$ cat src/rtl/hls_seq_pkg.sv
// Shared definitions for the microcoded HLS control sequencer:
// control-word field layout, reg_en bit indices, FSM states and opcodes.
package hls_seq_pkg;

  localparam int unsigned WORD_W = 32;
  localparam int unsigned SEL_W  = 4;

  // Control-word field offsets and widths
  localparam int unsigned ALU1_SEL1_LSB = 0;
  localparam int unsigned ALU1_SEL2_LSB = 4;
  localparam int unsigned ALU1_OP_BIT   = 8;
  localparam int unsigned MUL1_SEL1_LSB = 9;
  localparam int unsigned MUL1_SEL2_LSB = 13;
  localparam int unsigned MUL1_OP_BIT   = 17;
  localparam int unsigned REG_EN_LSB    = 18;
  localparam int unsigned REG_EN_W      = 7;
  localparam int unsigned RESULT_EN_BIT = 25;
  localparam int unsigned RSVD_LSB      = 26;
  localparam int unsigned RSVD_W        = 2;
  localparam int unsigned HOLD_LSB      = 28;
  localparam int unsigned HOLD_W        = 3;
  localparam int unsigned LAST_BIT      = 31;

  // reg_en bit indices into the datapath register bank
  localparam int unsigned REG_MUL2  = 0;
  localparam int unsigned REG_MUL4  = 1;
  localparam int unsigned REG_MUL6  = 2;
  localparam int unsigned REG_MUL9  = 3;
  localparam int unsigned REG_MUL11 = 4;
  localparam int unsigned REG_MUL13 = 5;
  localparam int unsigned REG_ALU14 = 6;

  // Functional-unit opcodes
  localparam logic OP_ADD  = 1'b0;
  localparam logic OP_SUB  = 1'b1;
  localparam logic OP_MULT = 1'b0;
  localparam logic OP_DIV  = 1'b1;

  typedef enum logic [0:0] {
    IDLE,
    RUN
  } seq_state_e;

endpackage

$ cat src/rtl/hls_seq_prog_mem.sv
// Program store for the sequencer: DEPTH x 32 bits, one synchronous write
// port and one asynchronous read port. Contents are never reset.
module hls_seq_prog_mem #(
  parameter int unsigned DEPTH = 16,
  localparam int unsigned AW = $clog2(DEPTH)
) (
  input  logic          clk,
  input  logic          we,
  input  logic [AW-1:0] waddr,
  input  logic [31:0]   wdata,
  input  logic [AW-1:0] raddr,
  output logic [31:0]   rdata
);

  logic [31:0] mem [DEPTH];

  // Synchronous write port
  always_ff @(posedge clk) begin
    if (we) begin
      mem[waddr] <= wdata;
    end
  end

  assign rdata = mem[raddr];

endmodule

$ cat src/rtl/hls_sequencer.sv
// Microcoded control sequencer for the shared-FU datapath. Steps through a
// writable program of 32-bit control words, one per cycle after start.
// Optional feature macro: HLS_SEQ_HOLD_EN enables the per-word hold field
// so a word can be repeated for multi-cycle operations such as DIV.
module hls_sequencer #(
  parameter int unsigned DEPTH    = 16,
  parameter int unsigned START_PC = 0,
  localparam int unsigned PC_W    = $clog2(DEPTH)
) (
  input  logic            clk,
  input  logic            rst,
  input  logic            start,
  output logic            busy,
  input  logic            prog_we,
  input  logic [PC_W-1:0] prog_addr,
  input  logic [31:0]     prog_wdata,
  output logic [3:0]      alu1_sel1,
  output logic [3:0]      alu1_sel2,
  output logic [3:0]      mul1_sel1,
  output logic [3:0]      mul1_sel2,
  output logic            alu1_op,
  output logic            mul1_op,
  output logic [6:0]      reg_en,
  output logic            result_en,
  output logic            done_next
);

  import hls_seq_pkg::*;

  seq_state_e      state_q, state_d;
  logic [PC_W-1:0] pc_q, pc_d;
  logic [31:0]     word;
  logic            hold_more;
  logic            at_end;

  // Program writes are locked out while a run is in progress
  hls_seq_prog_mem #(
    .DEPTH (DEPTH)
  ) u_prog_mem (
    .clk   (clk),
    .we    (prog_we && (state_q == IDLE)),
    .waddr (prog_addr),
    .wdata (prog_wdata),
    .raddr (pc_q),
    .rdata (word)
  );

`ifdef HLS_SEQ_HOLD_EN
  logic [HOLD_W-1:0] hcnt_q, hcnt_d;

  assign hold_more = (word[HOLD_LSB +: HOLD_W] > hcnt_q);

  // Hold counter: cycles already spent on the current word
  always_ff @(posedge clk) begin
    if (rst) begin
      hcnt_q <= '0;
    end else begin
      hcnt_q <= hcnt_d;
    end
  end
`else
  assign hold_more = 1'b0;
`endif

  // Reserved bits (and hold when the feature is off) are deliberately ignored
  logic unused_word;
  assign unused_word = ^{word[RSVD_LSB +: RSVD_W], word[HOLD_LSB +: HOLD_W]};

  // No wrap-around: the last physical word always terminates the run
  assign at_end = word[LAST_BIT] || (pc_q == PC_W'(DEPTH - 1));
  assign busy   = (state_q == RUN);

  // State and program counter registers
  always_ff @(posedge clk) begin
    if (rst) begin
      state_q <= IDLE;
      pc_q    <= PC_W'(START_PC);
    end else begin
      state_q <= state_d;
      pc_q    <= pc_d;
    end
  end

  // Next-state logic and control-word decode
  always_comb begin
    state_d   = state_q;
    pc_d      = pc_q;
`ifdef HLS_SEQ_HOLD_EN
    hcnt_d    = hcnt_q;
`endif
    alu1_sel1 = '0;
    alu1_sel2 = '0;
    mul1_sel1 = '0;
    mul1_sel2 = '0;
    alu1_op   = 1'b0;
    mul1_op   = 1'b0;
    reg_en    = '0;
    result_en = 1'b0;
    done_next = 1'b0;

    unique case (state_q)
      IDLE: begin
        if (start) begin
          state_d = RUN;
          pc_d    = PC_W'(START_PC);
`ifdef HLS_SEQ_HOLD_EN
          hcnt_d  = '0;
`endif
        end
      end
      RUN: begin
        alu1_sel1 = word[ALU1_SEL1_LSB +: SEL_W];
        alu1_sel2 = word[ALU1_SEL2_LSB +: SEL_W];
        alu1_op   = word[ALU1_OP_BIT];
        mul1_sel1 = word[MUL1_SEL1_LSB +: SEL_W];
        mul1_sel2 = word[MUL1_SEL2_LSB +: SEL_W];
        mul1_op   = word[MUL1_OP_BIT];
        reg_en    = word[REG_EN_LSB +: REG_EN_W];
        result_en = word[RESULT_EN_BIT];
        if (hold_more) begin
`ifdef HLS_SEQ_HOLD_EN
          hcnt_d = hcnt_q + HOLD_W'(1);
`endif
        end else begin
`ifdef HLS_SEQ_HOLD_EN
          hcnt_d = '0;
`endif
          if (at_end) begin
            done_next = 1'b1;
            state_d   = IDLE;
          end else begin
            pc_d = pc_q + PC_W'(1);
          end
        end
      end
      default: state_d = IDLE;
    endcase
  end

endmodule

$ cat config.mk
export PLATFORM = sky130hd
export DESIGN_NAME = hls_sequencer
export DESIGN_NICKNAME = d
export VERILOG_FILES = /design/src/rtl/hls_seq_pkg.sv /design/src/rtl/hls_seq_prog_mem.sv /design/src/rtl/hls_sequencer.sv
export SDC_FILE = /design/constraint.sdc
export NUM_CORES = 1
export LEC_CHECK = 0
export ABC_AREA = 1
export BUFFER_PORTS_ARGS = -buffer_cell sky130_fd_sc_hd__buf_2
export CORE_MARGIN = 10
export CORE_UTILIZATION = 55
export DETAILED_ROUTE_END_ITERATION = 8
export PLACE_DENSITY = 0.71
export REMOVE_ABC_BUFFERS = 1
export SLEW_MARGIN = 15
export SYNTH_ARGS = -nofsm -noshare
export SYNTH_HDL_FRONTEND = slang
export SYNTH_SLANG_ARGS = --single-unit
$ cat constraint.sdc
create_clock -name clk -period 2.2 [get_ports clk]
set_clock_uncertainty 0.2 [all_clocks]
set_input_delay 0.11 -clock clk [delete_from_list [all_inputs] [get_ports clk]]
set_output_delay 0.11 -clock clk [all_outputs]
set_load 0.005 [all_outputs]
### After elaboration in Yosys (flattened, before gate mapping)

Memories as Yosys holds them, arrays and structs flattened. A register that Yosys moved wholly into a read port is not among the register bits.
Cells that the tools add are included.

* $add $sub $neg: 1
* equal/unequal tests: 3
* mux-type cells: 20
* bitwise operators: 1
* reductions and logical operators: 3

Operators by type and width (number)
* $mux W4: 8
* $mux W1: 9
* $pmux W4 S2: 1
* $mux W7: 1
* $add A4 B1 Y4 const B: 1
* $eq A4 B4 Y1 const B: 1
* $ne A2 B2 Y1 const B: 2
* $pmux W1 S2: 1
* $reduce_and A2 Y1: 1
* $logic_and A1 B1 Y1: 1
* $logic_or A1 B1 Y1: 1
* $not A1 Y1: 1

* register bits: 5
* RAM bits: 512
* input bits: 40
* output and inout port bits: 28
* logic and storage cells: 31
* memories kept: 1

Memory list
* u_prog_mem.mem: words 16, width 32, rd ports 1, clocked after Yosys merged registers in 1, wr ports 1, RTL line hls_seq_prog_mem.sv:15 `logic [31:0] mem [DEPTH];`

### Logic depth before layout (Yosys ltp)

Gate-level depths: netlist of the first run.

* depth after elaboration: 6
* depth in mapped cells: 12

### Hierarchy

From an unflattened synthesis of the first run, not the netlist that was laid out.

* cell total of the unflattened synthesis: 2182
* area total of the unflattened synthesis: 22576.7 um2

By module, submodules not included
* hls_seq_prog_mem: instances 1, cells each 2088, area each 22089.9 um2, sequential area each 15374.7 um2
* hls_sequencer: instances 1, cells each 94, area each 486.7 um2, sequential area each 100.1 um2

### Worst setup path after synthesis of the first run

Ideal clock, no wire load.

* kind: reg-to-reg
* start point: register state_q (netlist: busy)
* end point: memory u_prog_mem.mem[10][0] (enable)
* library setup time: 0.411 ns
* data arrival time: 1.864 ns
* slack: -0.275 ns
* cell stages (with the launch flop): 4
* buffers on the path: 0
* period minus slack after synthesis: 2.475 ns
* path through: dfxtp_1 nor2_1 nand3_1 nor2_1

* longest elaborated chain between the ends: 4

RTL lines
* start: declaration: RTL line hls_sequencer.sv:30 `seq_state_e state_q, state_d;`
* start signal: assignment: RTL line hls_sequencer.sv:79 `state_q <= state_d;`
* $not A1 Y1
* $logic_and A1 B1 Y1: RTL line hls_sequencer.sv:41 `.we (prog_we && (state_q == IDLE)),`
* $mux W1: RTL line hls_seq_prog_mem.sv:19 `if (we) begin`
* $mux W1 (not written as such): RTL line hls_seq_prog_mem.sv:20 `mem[waddr] <= wdata;`
* end: declaration: RTL line hls_seq_prog_mem.sv:15

Every way passes these cells.

==> results of run 1 <==
worst max-delay path: stages, from the launching register on:
cell and delay (ns):
dfxtp_4 0.36, buf_12 0.18, buf_16 0.19, buf_6 0.13, clkbuf_16 0.16, o21ai_4 0.06, o22ai_2 0.18, o211ai_1 0.13
a21oi_1 0.16, buf_2 0.13
cells by family after synthesis:
logic type	after synthesis	synth area share
buf+inv	111	0.03132
fa+ha+maj	1	0.0007266
flops	441	0.7640
xor+xnor	2	0.001018
compound gates	371	0.1310
simple gates	310	0.07202
per-stage QoR:
stage               cell area, um2  power [mW]  setup WS (ns)  TNS [ns]
floorplan                    16760       10.01         -3.837   -244.03
finish                       21270       17.80        -0.3268    -7.063
global route                 21270       18.26        -0.4045    -12.44
detailed placement           18570       10.53         0.1468         0
global placement             18570       10.50         0.1876         0
CTS                          20950       17.69        -0.2631    -6.117
path summary, 6_finish.rpt:
path                              startpoint                endpoint  slack [ns]
worst max-delay path                    flop            alu1_sel2[1]       -0.33
worst min register to register       pc_q[0]                    flop        0.32
worst min-delay path            prog_addr[2]  u_prog_mem.mem[12][31]        0.12
worst max register to register          busy   u_prog_mem.mem[0][22]        0.01
repair_timing:
item	4_1_cts	5_1_grt
hold buffers	29	0
pin swaps	19	57
endpoints found under the hold margin	441	0
buffers inserted	14	5
cloned	16	5
setup endpoints to repair	27	93
gates resized for setup	71	70
sequential cells by signal, indices dropped and copies added, names as in the netlist, named ones only:
| name | count |
|---|---|
| u_prog_mem.mem | 432 |
| pc_q | 4 |
| busy | 1 |
cell usage in the layout (no fill, tap or decap), types with 7 or more instances in the layout:
cell             n
a21oi_1         10
a21oi_2         20
buf_12          25
buf_16          20
buf_2           62
buf_4           37
buf_8            7
clkbuf_1         9
clkbuf_16       48
clkinv_1        12
dlygate4sd3_1   29
edfxtp_1       432
inv_1           17
nand2_1         34
nand3_1         35
nand3_2          7
nor2_1         204
nor2_2          10
nor2_4          16
o211ai_1        28
o21ai_0        128
o21ai_1         67
o21ai_2         11
o221ai_1        69
o221ai_2         7
o22ai_1         27
cell type report:
type | count | area [um2]
Multi-Input combinational cell | 684 | 3895
Timing Repair inverter | 1 | 16.27
Sequential cell | 441 | 13160
Timing Repair Buffer | 192 | 2267
Clock inverter | 22 | 190.2
Tap cell | 396 | 495.5
Clock buffer | 53 | 1135
Fill cell | 2011 | 9482
Antenna cell | 1 | 2.502
Inverter | 21 | 103.9
metal layers:
| layer | track usage | share of wire | routed length [um] | vias up |
|---|---|---|---|---|
| met3 | 0.03595 | 0.089 | 4222 | 157 |
| met1 | 0.2977 | 0.37 | 17740 | 5774 |
| li1 | - | - | - | 5033 |
| met4 | 0.1037 | 0.040 | 1917 | 2 |
| met5 | 0 | 0.00015 | 7 | - |
| met2 | 0.3947 | 0.50 | 23510 | 703 |
power by group through the flow:
stage	registers [mW]	logic [mW]	clock network, mW
floorplan	9.59	0.420	0
detailed placement	9.53	0.997	0
global placement	9.53	0.970	0
finish	9.35	1.42	7.02
global route	9.36	1.51	7.40
CTS	9.35	1.32	7.03
==> flow_metrics.py, run 1 <==
metrics = {
    "outcome": {
        "status": "complete, but fails checks",
        "violations": "negative setup slack",
    },
    "pwr": {
        "powerDensity_mw_per_mm2": 837.0,
        "power_frac_seq": 0.525,
        "switchingPower_mw": 3.921,
        "p_int_mw": 13.88,
        "p_comb_frac": 0.080,
        "p_clk_frac": 0.395,
        "swShare": 0.2203,
        "leakagePower_nw": 7.079,
        "ir_drop_mv": 0.6919,
    },
    "logic_synthesis": {
        "ys_seq_area_frac": 0.7640,
        "synth.largest_area_cell": "edfxtp_1",
        "async_flop_share": 0,
        "synth_edf_count": 432,
        "yosysWarningCount": 0,
        "avgSynthCellArea_um2": 13.93,
        "synthCells": 1236,
        "ys.flop_type": "edfxtp_1",
        "synth_most_common_cell": "edfxtp_1",
        "synthTopCellsByCount": "edfxtp_1 (432), nor2_1 (230), o21ai_0 (159)",
        "ys_ff_latch": 441,
        "synth_top_area_share": 0.7535,
        "synth_area_mm2": 0.01722,
        "yosysUniqueCellTypes": 27,
        "synthTopCellsByArea": "edfxtp_1 (75%), nor2_1 (5.0%), o21ai_0 (4.6%), o221ai_1 (3.9%), o21ai_1 (1.4%)",
    },
    "timing": {
        "fmax_mhz": 395.8,
        "min_period_ns": 2.527,
        "rsz0062_at_grt": "yes",
        "slew_headroom": 0.7110,
        "worst_slack_ns": -0.3268,
        "setup_viol": 27,
        "holdWs_ns": 0.1237,
        "final_hold_viol_count": 0,
        "slew_violations": 0,
        "worst_pin_slew_ns": 0.4336,
        "fin_crit_sh": 1.149,
    },
    "drt": {
        "totalWireLength_um": 47390,
        "num_vias": 11669,
        "drtAntennaViolNets": 0,
        "dr.pass1.iters": 5,
        "drt-initial-drc-count": 1475,
        "via_per_inst": 6.443,
        "avgRoutedWirePerCell_um": 26.17,
        "drc": 0,
    },
    "worst_setup_path": {
        "start_kind": "flop",
        "criticalPathCategory": "reg -> out",
        "end_kind": "output pin",
        "critPathArrivalTime_ns": 2.22,
        "cp.required_ns": 1.89,
        "worst-path-max-fanout": 8,
        "ff2ff_path_depth": 4,
    },
    "cells_and_area": {
        "stdcell_count": 1811,
        "drive_gt1_frac": 0.2157,
        "fin_nets": 1425,
        "area_growth_pct": 23.53,
        "final_core_util": 0.6917,
    },
    "grt": {
        "gr-total-overflow": 0,
        "antenna_found_initial": 2,
        "grt_pass1_vias": 11598,
        "grt_first_pass_wirelength_um": 69350,
        "grt_start_max_net_pins": 45,
        "grt_use_total": 0.2348,
    },
    "die": {
        "pin_count": 68,
        "rows": 64,
        "coreArea_mm2": 0.03075,
        "die-area_mm2": 0.03878,
        "start_util": 0.5599,
        "die_w_um": 196.9,
        "die_h_um": 196.9,
    },
    "worst_hold_path": {
        "worstHoldPathCells": 4,
        "holdCritPathClass": "in -> reg",
    },
    "clock_network": {
        "insertion_delay_ns": 0.53,
        "clockBufferDepth": 3,
        "cts_tree": "yes",
        "cts_root_buf": "clkbuf_16",
        "htree_levels": 2,
        "cts_buffers": 43,
        "cts.sinks": 441,
        "clkTransAtPathRegs_ns": 0.06,
    },
    "place": {
        "placed_cells": 1668,
        "numPortBuffers": 62,
        "dp_hpwl_um": 22450,
        "gp_congestion": 0.7907,
    },
    "job": {
        "max_cap_violations": 0,
    },
}
(Power assumes the default switching activity.)
==> run 2, diff against run 1 <==
--- a/config.mk
+++ b/config.mk
@@ -7,8 +7,10 @@
 export LEC_CHECK = 0
 export ABC_AREA = 1
 export BUFFER_PORTS_ARGS = -buffer_cell sky130_fd_sc_hd__buf_2
+export CELL_PAD_IN_SITES_DETAIL_PLACEMENT = 1
+export CELL_PAD_IN_SITES_GLOBAL_PLACEMENT = 1
 export CORE_MARGIN = 10
-export CORE_UTILIZATION = 55
+export CORE_UTILIZATION = 46
 export DETAILED_ROUTE_END_ITERATION = 8
 export PLACE_DENSITY = 0.71
 export REMOVE_ABC_BUFFERS = 1
==> run 2 against run 1 <==
Against the previous run:
- the run still ends with negative setup slack left
- sequential share of layout area decreased by 1.1 points
- final cell count increased by 4.6%
- count of clock-buffer cells in the layout increased by 5
- fmax decreased by 5.1%
- largest cell class unchanged
- sequential cell count unchanged
- power increased by 4.2%
- critical path depth decreased by 2
- clock power increased by 10%
==> flow_metrics.py, run 2 (synthesis gave the netlist of run 1 again) <==
metrics = {
    "outcome": {
        "status": "complete, but fails checks",
        "violations": "negative setup slack",
    },
    "pwr": {
        "powerDensity_mw_per_mm2": 857.2,
        "leakagePower_nw": 7.205,
        "ir_drop_mv": 0.7811,
    },
    "worst_setup_path": {
        "start_kind": "flop",
        "worst-path-max-fanout": 14,
        "ff2ff_path_depth": 12,
        "r2r_setup_slack_ns": 0.15,
        "cp.required_ns": 1.89,
        "critPathArrivalTime_ns": 2.35,
        "end_kind": "output pin",
        "criticalPathCategory": "reg -> out",
    },
    "timing": {
        "fin_crit_sh": 1.210,
        "min_period_ns": 2.663,
        "rsz0062_at_grt": "yes",
        "slew_headroom": 0.7024,
        "slew_violations": 0,
        "fmax_mhz": 375.5,
        "holdWs_ns": 0.07949,
        "final_hold_viol_count": 0,
        "setup_viol": 27,
        "worst_slack_ns": -0.4630,
        "worst_pin_slew_ns": 0.4454,
    },
    "grt": {
        "grt_use_total": 0.2330,
        "grt-busiest-layer": "met2",
        "gr-usage-met2": 0.4062,
        "grt_use_met3": 0.04132,
        "antenna_found_initial": 1,
        "met1_usage": 0.2915,
        "grt_pass1_vias": 12509,
        "gr-total-overflow": 0,
        "grt_first_pass_wirelength_um": 78280,
        "grt_start_max_net_pins": 43,
    },
    "drt": {
        "num_vias": 11703,
        "drc": 0,
        "totalWireLength_um": 54550,
        "drtAntennaViolNets": 0,
        "dr.pass1.iters": 5,
        "via_per_inst": 6.176,
        "drt-initial-drc-count": 1169,
        "avgRoutedWirePerCell_um": 28.79,
    },
    "clock_network": {
        "cts_root_buf": "clkbuf_16",
        "clockBufferDepth": 3,
        "htree_levels": 2,
        "clkTransAtPathRegs_ns": 0.06,
        "cts_buffers": 46,
        "cts_tree": "yes",
        "insertion_delay_ns": 0.57,
        "cts.sinks": 441,
    },
    "die": {
        "start_util": 0.4680,
        "die-area_mm2": 0.04557,
        "die_h_um": 213.5,
        "rows": 70,
        "coreArea_mm2": 0.03679,
        "pin_count": 68,
        "die_w_um": 213.5,
    },
    "place": {
        "placed_cells": 1748,
        "gp_congestion": 0.7735,
        "dp_hpwl_um": 27760,
        "dp_slack_ns": 0.05160,
        "numPortBuffers": 62,
    },
    "job": {
        "max_cap_violations": 0,
    },
    "worst_hold_path": {
        "min-delay-start": "prog_addr[1]",
        "min_to": "u_prog_mem.mem[11][31]",
        "worstHoldPathCells": 3,
        "holdCritPathClass": "in -> reg",
    },
    "cells_and_area": {
        "regMostFlops": "u_prog_mem.mem",
        "largest_register_ffs": 432,
        "most-common-layout-cells": "edfxtp_1 (432), nor2_1 (205), o21ai_0 (128)",
        "fin_nets": 1434,
        "drive_gt1_frac": 0.2179,
        "diodes": 0,
        "stdcell_count": 1895,
        "area_growth_pct": 25.73,
        "final_common_cell": "edfxtp_1",
    },
}
==> run 2: worst max-delay path by stage <==
stage                     start            to  slack, ns  depth (start not counted)
final                      flop  alu1_sel1[3]      -0.46                          7
after global routing       flop  alu1_sel1[3]      -0.56                          7
after CTS                  flop  alu1_sel1[2]      -0.39                          8
after detailed placement   flop     reg_en[2]       0.05                          6
after global placement     flop     reg_en[2]       0.15                          6
after floorplan            flop          flop      -3.84                         10
==> run 2: layout make-up <==
class,count,area (um2)
multi-input cells,684,3866
flip-flops and latches,441,13170
clock inverters,24,241.5
well taps,468,585.6
clock buffers,58,1217
repair buffers,199,2460
inverters,21,110.1
fillers,3437,15140
==> run 2: through the flow <==
stage / util / setup TNS, ns / power (mW) / cell area [um2]
floorplan: - / -244.03 / 10.01 / 16760
global placement: 0.5119 / 0 / 10.55 / 18830
detailed placement: 0.5119 / 0 / 10.60 / 18830
CTS: 0.5770 / -9.188 / 18.47 / 21230
global route: 0.5884 / -11.72 / 19.09 / 21650
finish: 0.5884 / -8.943 / 18.55 / 21650
==> run 2: what timing repair did <==
action                     CTS  global route
hold buffers                31             0
hold endpoints to repair   445             0
setup endpoints to repair   27            27
buffers inserted            12             2
resized for setup           59            61
gates cloned                10            10
pin swaps                   13            38
==> run 2: per-layer routing <==
layer,wire length [um],share of wire,vias up
met1,21400,0.39,6052
met5,8,0.00015,-
met4,1224,0.022,2
met2,27830,0.51,507
met3,4093,0.075,98
li1,-,-,5044
==> run 2: critical path, cell delays in order (launching register included) <==
cell,delay (ns)
dfxtp_4,0.36
buf_12,0.17
clkinv_16,0.11
o21ai_0,0.31
o22ai_2,0.14
o211ai_1,0.41
a21oi_2,0.11
buf_2,0.15
==> run 2: power breakdown <==
part	internal (mW)	switching (mW)	total, mW
Clock	4.49	3.24	7.73
Sequential	9.32	0.0310	9.35
Combinational	0.568	0.901	1.47
Total	14.4	4.18	18.6
